`config.mk`:
```
export PLATFORM = sky130hd
export DESIGN_NAME = light_adc_reader
export DESIGN_NICKNAME = d
export VERILOG_FILES = /design/src/rtl/light_pkg.sv /design/src/rtl/light_adc_shift.sv /design/src/rtl/light_adc_reader.sv
export SDC_FILE = /design/constraint.sdc
export NUM_CORES = 1
export LEC_CHECK = 0
export BUFFER_PORTS_ARGS = -buffer_cell sky130_fd_sc_hd__buf_2
export CORE_ASPECT_RATIO = 0.75
export CORE_MARGIN = 4
export CORE_UTILIZATION = 40
export DETAILED_ROUTE_END_ITERATION = 8
export PLACE_DENSITY = 0.64
export SLEW_MARGIN = 10
export SYNTH_ARGS = -nofsm -noshare
export SYNTH_HDL_FRONTEND = slang
export SYNTH_SLANG_ARGS = --single-unit
```
`constraint.sdc`:
```
create_clock -name clk -period 4.15 [get_ports clk]
set_input_delay 1.245 -clock clk [delete_from_list [all_inputs] [get_ports clk]]
set_output_delay 1.245 -clock clk [all_outputs]
set_load 0.01 [all_outputs]
```
`src/rtl/light_pkg.sv`:
```
// Shared constants and FSM encoding for the light sensor ADC front end.
package light_pkg;

    localparam int unsigned ADC_BITS  = 8;
    // Half-period 0 is the setup phase; halves 1..16 are the 8 low/high SCLK phases.
    localparam int unsigned HALF_LAST = 2 * ADC_BITS;
    localparam int unsigned HALF_W    = $clog2(HALF_LAST + 1);

    typedef enum logic [2:0] {
        IDLE  = 3'd0,
        SETUP = 3'd1,
        SHIFT = 3'd2,
        DONE  = 3'd3,
        WAIT  = 3'd4
    } state_t;

endpackage

```
`src/rtl/light_adc_shift.sv`:
```
// SCLK half-period divider, bit counter and MSB-first shift register for one ADC frame.
module light_adc_shift
    import light_pkg::*;
#(
    parameter int unsigned CLK_DIV = 25
) (
    input  logic                clk,
    input  logic                rst_n,
    input  logic                start,
    input  logic                sdata,
    output logic                sclk,
    output logic                setup_end_c,
    output logic                done_c,
    output logic [ADC_BITS-1:0] data
);

    localparam int unsigned DIV_W = $clog2(CLK_DIV);

    logic              active;
    logic [DIV_W-1:0]  div_cnt;
    logic [HALF_W-1:0] half;
    logic              half_end_c;

    assign half_end_c  = active && (div_cnt == DIV_W'(CLK_DIV - 1));
    assign setup_end_c = half_end_c && (half == '0);
    assign done_c      = half_end_c && (half == HALF_W'(HALF_LAST));

    // Odd halves drive SCLK low, even halves high; data is captured on each 0->1 transition.
    always_ff @(posedge clk or negedge rst_n) begin
        if (!rst_n) begin
            active  <= 1'b0;
            div_cnt <= '0;
            half    <= '0;
            sclk    <= 1'b0;
            data    <= '0;
        end else if (start && !active) begin
            active  <= 1'b1;
            div_cnt <= '0;
            half    <= '0;
            sclk    <= 1'b0;
        end else if (half_end_c) begin
            div_cnt <= '0;
            if (done_c) begin
                active <= 1'b0;
                half   <= '0;
                sclk   <= 1'b0;
            end else begin
                half <= half + 1'b1;
                sclk <= half[0];
                if (half[0]) begin
                    data <= {data[ADC_BITS-2:0], sdata};
                end
            end
        end else if (active) begin
            div_cnt <= div_cnt + 1'b1;
        end
    end

endmodule

```
`src/rtl/light_adc_reader.sv`:
```
// Serial light-sensor ADC reader: frame sequencing, chip select, conversion wait and block averager.
module light_adc_reader
    import light_pkg::*;
#(
    parameter int unsigned CLK_DIV   = 25,
    parameter int unsigned CONV_WAIT = 1000,
    parameter int unsigned AVG_LOG2  = 2
) (
    input  logic                clk,
    input  logic                rst_n,
    input  logic                en,
    input  logic                adc_dout,
    output logic                adc_cs_n,
    output logic                adc_sclk,
    output logic [ADC_BITS-1:0] light,
    output logic                valid
);

    localparam int unsigned ACC_W  = ADC_BITS + AVG_LOG2;
    localparam int unsigned CNT_W  = AVG_LOG2 + 1;
    localparam int unsigned NSAMP  = 1 << AVG_LOG2;
    localparam int unsigned WAIT_W = $clog2(CONV_WAIT + 1);

    state_t              state;
    state_t              state_next;
    logic                start_c;
    logic                setup_end_c;
    logic                done_c;
    logic [ADC_BITS-1:0] sample;
    logic [ACC_W-1:0]    acc;
    logic [ACC_W-1:0]    acc_total_c;
    logic [CNT_W-1:0]    count;
    logic [CNT_W-1:0]    count_inc_c;
    logic [WAIT_W-1:0]   wait_cnt;
    logic                wait_end_c;

    light_adc_shift #(
        .CLK_DIV (CLK_DIV)
    ) u_shift (
        .clk         (clk),
        .rst_n       (rst_n),
        .start       (start_c),
        .sdata       (adc_dout),
        .sclk        (adc_sclk),
        .setup_end_c (setup_end_c),
        .done_c      (done_c),
        .data        (sample)
    );

    assign acc_total_c = acc + ACC_W'(sample);
    assign count_inc_c = count + 1'b1;
    assign wait_end_c  = (wait_cnt == WAIT_W'(CONV_WAIT - 1));

    always_ff @(posedge clk or negedge rst_n) begin
        if (!rst_n) begin
            state <= IDLE;
        end else begin
            state <= state_next;
        end
    end

    // Next-state logic; EN only matters in IDLE and on the last WAIT cycle.
    always_comb begin
        state_next = state;
        start_c    = 1'b0;
        case (state)
            IDLE:    if (en) state_next = SETUP;
            SETUP:   if (setup_end_c) state_next = SHIFT;
            SHIFT:   if (done_c) state_next = DONE;
            DONE:    state_next = WAIT;
            WAIT:    if (wait_end_c) state_next = en ? SETUP : IDLE;
            default: state_next = IDLE;
        endcase
        start_c = (state_next == SETUP) && (state != SETUP);
    end

    // Registered outputs and averager; the accumulate happens on the edge entering DONE
    // so VALID and the new LIGHT coincide with CS_N returning high.
    always_ff @(posedge clk or negedge rst_n) begin
        if (!rst_n) begin
            adc_cs_n <= 1'b1;
            light    <= '0;
            valid    <= 1'b0;
            acc      <= '0;
            count    <= '0;
            wait_cnt <= '0;
        end else begin
            adc_cs_n <= !((state_next == SETUP) || (state_next == SHIFT));
            valid    <= 1'b0;
            wait_cnt <= (state == WAIT) ? wait_cnt + 1'b1 : '0;
            if (state == IDLE) begin
                acc   <= '0;
                count <= '0;
            end else if ((state == SHIFT) && done_c) begin
                if (count_inc_c == CNT_W'(NSAMP)) begin
                    light <= ADC_BITS'(acc_total_c >> AVG_LOG2);
                    valid <= 1'b1;
                    acc   <= '0;
                    count <= '0;
                end else begin
                    acc   <= acc_total_c;
                    count <= count_inc_c;
                end
            end
        end
    end

endmodule

```
==> metrics.cfg, run 1 <==
[global_routing]
overflow=0
grt_pass1_wl_mm=8.93
grt_antenna_before_repair=0
grt_pass1_vias=1833
grt_max_degree=31
track_usage_pct=12.8

[clock_tree]
cts.clk_slew.worst_paths_ns=0.10
cts-root-buf=clkbuf_8
clkLatencyLatePin_ns=0.31
cts_resized=0
cts_num_sinks=56
cts_setup_buffers=0
cts-buffers-inserted=5
clock_path_buffers=2
cts_tree=built
ctsHoldBuffers=0
h-tree-depth=2

[worst_setup_path]
path_class=reg -> out
path_buf_inv=1
end_kind=output pin
slowest_stage=dfstp_2
r2r-end=light[7]$_DFFE_PN0P_
crit_arrival_ns=0.97
path_cells=buf_2
reg2reg_depth=6
max_stage_delay_ns=0.54
cp-start-kind=register
cp_data_required_time_ns=2.90
cp_max_fo=1
r2r-start=u_shift.data[1]$_DFFE_PN0P_
r2r_setup_slack_ns=2.02
cp_top_family=flip-flops

[yosys]
yosysTopAreaCellShare_pct=47.7
synth_edf_count=0
synth.distinct_cells=49
syn_nets=288
synth_area_leaders=dfrtp_1 48%, ha_1 6.5%, mux2_2 4.3%, xnor2_1 3.6%, nor2_1 3.5%
synth_flop_cell=dfrtp_1
async_reset_ff_share_pct=100
synth_warnings=0
synth_seq_area_share_pct=48.7
yosys.area.top_type=dfrtp_1
syn_area_per_cell_um2=10.8
syn-instance-count=268
ys_ff_latch=56
syn_area_um2=2880

[sta]
whs_ns=0.482
fin_crit_ns=2.21
fin_setup_tns_ns=0
worstMarginPinSlew_ns=0.689
period_share_pct=53.3
slew_headroom_pct=54.1
finClkSkew_ns=0.0120
hold_violations=0
fin_ws_ns=1.94
grt_setup_unrepaired=false
slew_viol_final=0
setup_viol=0
max_freq_ghz=0.452

[drt]
wl_per_cell_um=13.1
vias=1901
drtIter0Drc=65
drt_wl_total_mm=5.02
detail-route-antenna-nets=0
firstDrtPassIters=4
via_per_inst=4.95
drc_errors=0

[layout]
num_antenna_cells=0
fin_area_um2=3170
fin_cells=384
multi_input_area_um2=1410
nNetsFinal=305
drive_above_1_share_pct=16.8
area_growth_pct=10.0
seqCellArea_um2=1400
fillers=663

[min_path]
min_path_type=reg -> reg
min_path_cells=2
holdPathEnd=light[4]$_DFFE_PN0P_
hold_start=light[4]$_DFFE_PN0P_

[run]
maxCapViolations=0

[placement]
gp_congestion=0.783
port-buffer-count=14
hpwlAfterDp_mm=3.59
dp_worst_setup_slack_ns=1.75
placed_area_um2=3050
placedCellCount=376

[floorplanning]
num_rows=26
core_area_um2=6900
die_y_um=81.5
initial_core_util_pct=41.8
io_pins=15
die_w_um=106
dieArea_um2=8640

[pwr]
p_per_area_nw_per_um2=298
ir_worst_vdd_mv=0.166
power_leakage_uw=0.00150

[status]
status=complete, no violations

## registers in the layout (all words and copies together) (netlist names)
name             count
wait_cnt            10
light                8
state                3
u_shift.active       1
u_shift.div_cnt      5
valid                1
u_shift.sclk         1
count                3
acc                 10
u_shift.data         8
u_shift.half         5
adc_cs_n             1
## Yosys cell counts, types with 2 or more instances
cell      number
o31ai_1        2
a21oi_1       14
a22o_1         5
ha_1          15
o21ai_0       16
inv_1          8
nor2_1        27
nand4_1        4
buf_2          2
xnor2_1       12
nand3_1        6
o21bai_1       3
nor3_1         5
mux2_2        11
dfrtp_1       55
mux2i_1        2
nand2_1       25
nand3b_1       5
a21o_1         3
nand2b_1       4
xor2_1        10
buf_6          2
a31oi_1        3
and3_1         4
## cell type report
| class | instances | share of cell area [%] |
|---|---|---|
| inverters | 8 | 0.947 |
| clock inverters | 1 | 0.947 |
| well taps | 98 | 3.87 |
| multi-input cells | 199 | 44.5 |
| clock buffers | 7 | 3.04 |
| repair buffers | 15 | 2.45 |
| flip-flops and latches | 56 | 44.2 |
## worst reg2reg max path: stages, from the launching register on
cell	delay, ns
dfrtp_1	0.44
ha_1	0.33
a211oi_1	0.34
o21ai_0	0.23
a31oi_1	0.33
xnor2_1	0.10
mux2_2	0.26
## routing by layer
metal | part of all wire [%] | track usage (%) | vias up
li1 | - | - | 977
met1 | 53 | 18.6 | 903
met2 | 44 | 19.5 | 16
met3 | 2.2 | 2.83 | 5
met4 | 0.86 | 3.49 | 0
met5 | 0 | 0 | -
## cells by family (layout without fill, tap and decap cells)
logic type / count (synthesis) / after routing / synth area share (%)
multiplexers: 13 / 13 / 4.99
XOR/XNOR: 22 / 22 / 6.68
flip-flops: 56 / 56 / 48.7
adder cells (fa/ha/maj): 16 / 16 / 7.20
AND/OR/NAND/NOR: 95 / 95 / 18.5
buffers and inverters: 13 / 31 / 2.34
AO/OA/AOI/OAI: 53 / 53 / 11.6
## cell usage in the layout, fill, tap and decap left out, drive strengths merged, types with 7 or more instances in the layout
cell type	count
a21oi	15
buf	15
clkbuf	7
dfrtp	55
ha	15
inv	8
mux2	11
nand2	27
nand3	7
nor2	28
o21ai	16
xnor2	12
xor2	10
## power by group
group	switching [uW]	internal [uW]	leakage [uW]
clock network	172	213	0.0000645
logic	10.9	2.11	0.000717
registers	0.379	546	0.000714
## metrics by stage
stage	util (%)	total power, uW
after global routing	46.0	987
after global placement	44.2	571
after floorplan	-	558
after detailed placement	44.2	571
final	46.0	944
after CTS	46.0	957
## worst max path at each step
stage	startpoint	to	slack (ns)	cells after the start
after floorplan	en	u_shift.div_cnt[0]$_DFFE_PN0P_	2.05	4
after global placement	en	u_shift.div_cnt[0]$_DFFE_PN0P_	1.77	5
after detailed placement	en	u_shift.div_cnt[0]$_DFFE_PN0P_	1.75	5
after CTS	adc_cs_n$_DFF_PN1_	adc_cs_n	1.93	1
after global routing	adc_cs_n$_DFF_PN1_	adc_cs_n	1.90	1
final	adc_cs_n$_DFF_PN1_	adc_cs_n	1.94	1
Power figures use the tool's default switching activity.
==> run 2: changes to the inputs <==
==> constraint.sdc (replaced) <==
create_clock -name clk -period 2.05 [get_ports clk]
set_input_delay 0.615 -clock clk [delete_from_list [all_inputs] [get_ports clk]]
set_output_delay 0.615 -clock clk [all_outputs]
set_load 0.01 [all_outputs]
==> metrics.cfg, run 2 (synthesis results as in run 1) <==
[worst_setup_path]
cp_data_required_time_ns=2.25  ; -0.65 ns
path_class=reg -> reg
end_kind=register
cp_max_fo=3  ; +2
r2r_setup_slack_ns=0.13  ; -1.89 ns
crit_arrival_ns=2.12  ; +1.15 ns
cp-start-kind=register

[clock_tree]
cts_tree=built
h-tree-depth=2  ; unchanged
clock_path_buffers=2  ; unchanged
clkLatencyLatePin_ns=0.31  ; about the same
cts-root-buf=clkbuf_8
cts-buffers-inserted=5  ; unchanged
ctsHoldBuffers=0  ; unchanged
cts_num_sinks=56  ; unchanged
cts.clk_slew.worst_paths_ns=0.10  ; about the same

[status]
status=complete, no violations

[sta]
finClkSkew_ns=0.0109  ; -0.00103 ns
setup_viol=0  ; unchanged
grt_setup_unrepaired=true
slew_viol_final=0  ; unchanged
max_freq_ghz=0.521
hold_violations=0  ; unchanged
fin_crit_ns=1.92
worstMarginPinSlew_ns=0.527  ; -0.162 ns
slew_headroom_pct=64.4  ; +10 points
fin_setup_tns_ns=0  ; unchanged
period_share_pct=93.7

[drt]
detail-route-antenna-nets=0  ; unchanged
wl_per_cell_um=12.9  ; -1.5%
drc_errors=0  ; unchanged
drt_wl_total_mm=5.09  ; +1.3%
via_per_inst=4.90  ; -0.99%
vias=1936  ; +1.8%
firstDrtPassIters=4  ; unchanged
drtIter0Drc=63  ; -3.1%

[global_routing]
grt_max_degree=57  ; +84%
track_usage_pct=12.8  ; -0.031 points
grt_pass1_wl_mm=8.91  ; -0.16%
overflow=0  ; unchanged
grt_pass1_vias=1876  ; +2.3%
grt_antenna_before_repair=0  ; unchanged

[floorplanning]
dieArea_um2=8640  ; unchanged
core_area_um2=6900  ; unchanged
num_rows=26  ; unchanged
io_pins=15  ; unchanged
initial_core_util_pct=41.8  ; unchanged
die_w_um=106  ; unchanged
die_y_um=81.5  ; unchanged

[layout]
area_growth_pct=12.9
largestRegisters=acc (10), wait_cnt (10)
fin_cells=395  ; +2.9%
nNetsFinal=316  ; +3.6%
drive_above_1_share_pct=21.5  ; +4.8 points
final_cell_mix=55 x dfrtp_1, 27 x nor2_1, 25 x nand2_1
num_antenna_cells=0  ; unchanged
fillers=659  ; -0.60%
final_common_cell=dfrtp_1

[pwr]
total_power_uw=1780  ; +89%
power_leakage_uw=0.00153  ; +2.6%
ir_worst_vdd_mv=0.324  ; +95%
p_per_area_nw_per_um2=548  ; +84%

[min_path]
min_path_type=in -> async

[run]
maxCapViolations=0  ; unchanged

[placement]
placedCellCount=386  ; +2.7%
port-buffer-count=14  ; unchanged
hpwlAfterDp_mm=3.74  ; +4.2%
gp_congestion=0.818  ; +4.5%

## run 2: worst max-delay path, stage by stage, from the launching register on
cell and delay (ns):
dfrtp_1 0.41, ha_1 0.24, fa_2 0.36, a21o_1 0.19
a31oi_2 0.23, a22oi_1 0.14, xnor2_1 0.16, a21oi_1 0.08
## run 2: area by class of cell
type,count,area [um2],area share (%)
Multi-Input combinational cell,199,1430,43.9
Clock inverter,2,13.8,0.423
Clock buffer,6,82.6,2.54
Timing Repair Buffer,26,173,5.31
Tap cell,98,123,3.77
Inverter,8,30.0,0.923
Sequential cell,56,1400,43.1
## run 2: final timing paths
check | start | to | depth (start not counted)
min in group clk | light[4]$_DFFE_PN0P_ | light[4]$_DFFE_PN0P_ | 2
max in group asynchronous | rst_n | adc_cs_n$_DFF_PN1_ | 2
worst max register to register | u_shift.data[0]$_DFFE_PN0P_ | light[6]$_DFFE_PN0P_ | 7
worst max-delay path | u_shift.data[0]$_DFFE_PN0P_ | light[6]$_DFFE_PN0P_ | 7
worst min-delay path | rst_n | u_shift.div_cnt[0]$_DFFE_PN0P_ | 2
worst min register to register | light[4]$_DFFE_PN0P_ | light[4]$_DFFE_PN0P_ | 2
## run 2: where the power goes
part | switching [uW] | internal [uW]
sequential | 0.761 | 1100
combinational | 22.2 | 7.09
clock | 370 | 278
total | 393 | 1390
## run 2: repair_timing
action / CTS / global route
resized for setup: 0 / 6
setup endpoints to repair: 0 / 10
buffers inserted: 0 / 1
endpoints found under the hold margin: 0 / 0
## run 2: metrics by stage
stage | hold slack [ns] | utilization (%) | cell area [um2] | worst slack (ns)
finish | 0.286 | 47.2 | 3250 | 0.129
global route | 0.294 | 47.2 | 3250 | -0.00483
CTS | 0.296 | 46.8 | 3230 | 0.0148
detailed placement | 0.465 | 45.4 | 3130 | 0.0297
global placement | 0.459 | 45.4 | 3130 | 0.0679
floorplan | 0.319 | - | 2880 | 0.218
## run 2: routing by layer
| layer | global-route usage, % | up-vias | part of all wire, % |
|---|---|---|---|
| met2 | 18.8 | 14 | 43 |
| met4 | 3.49 | 0 | 0.83 |
| met1 | 19.4 | 926 | 54 |
| met5 | 0 | - | 0 |
| met3 | 2.36 | 5 | 2.0 |
| li1 | - | 991 | - |
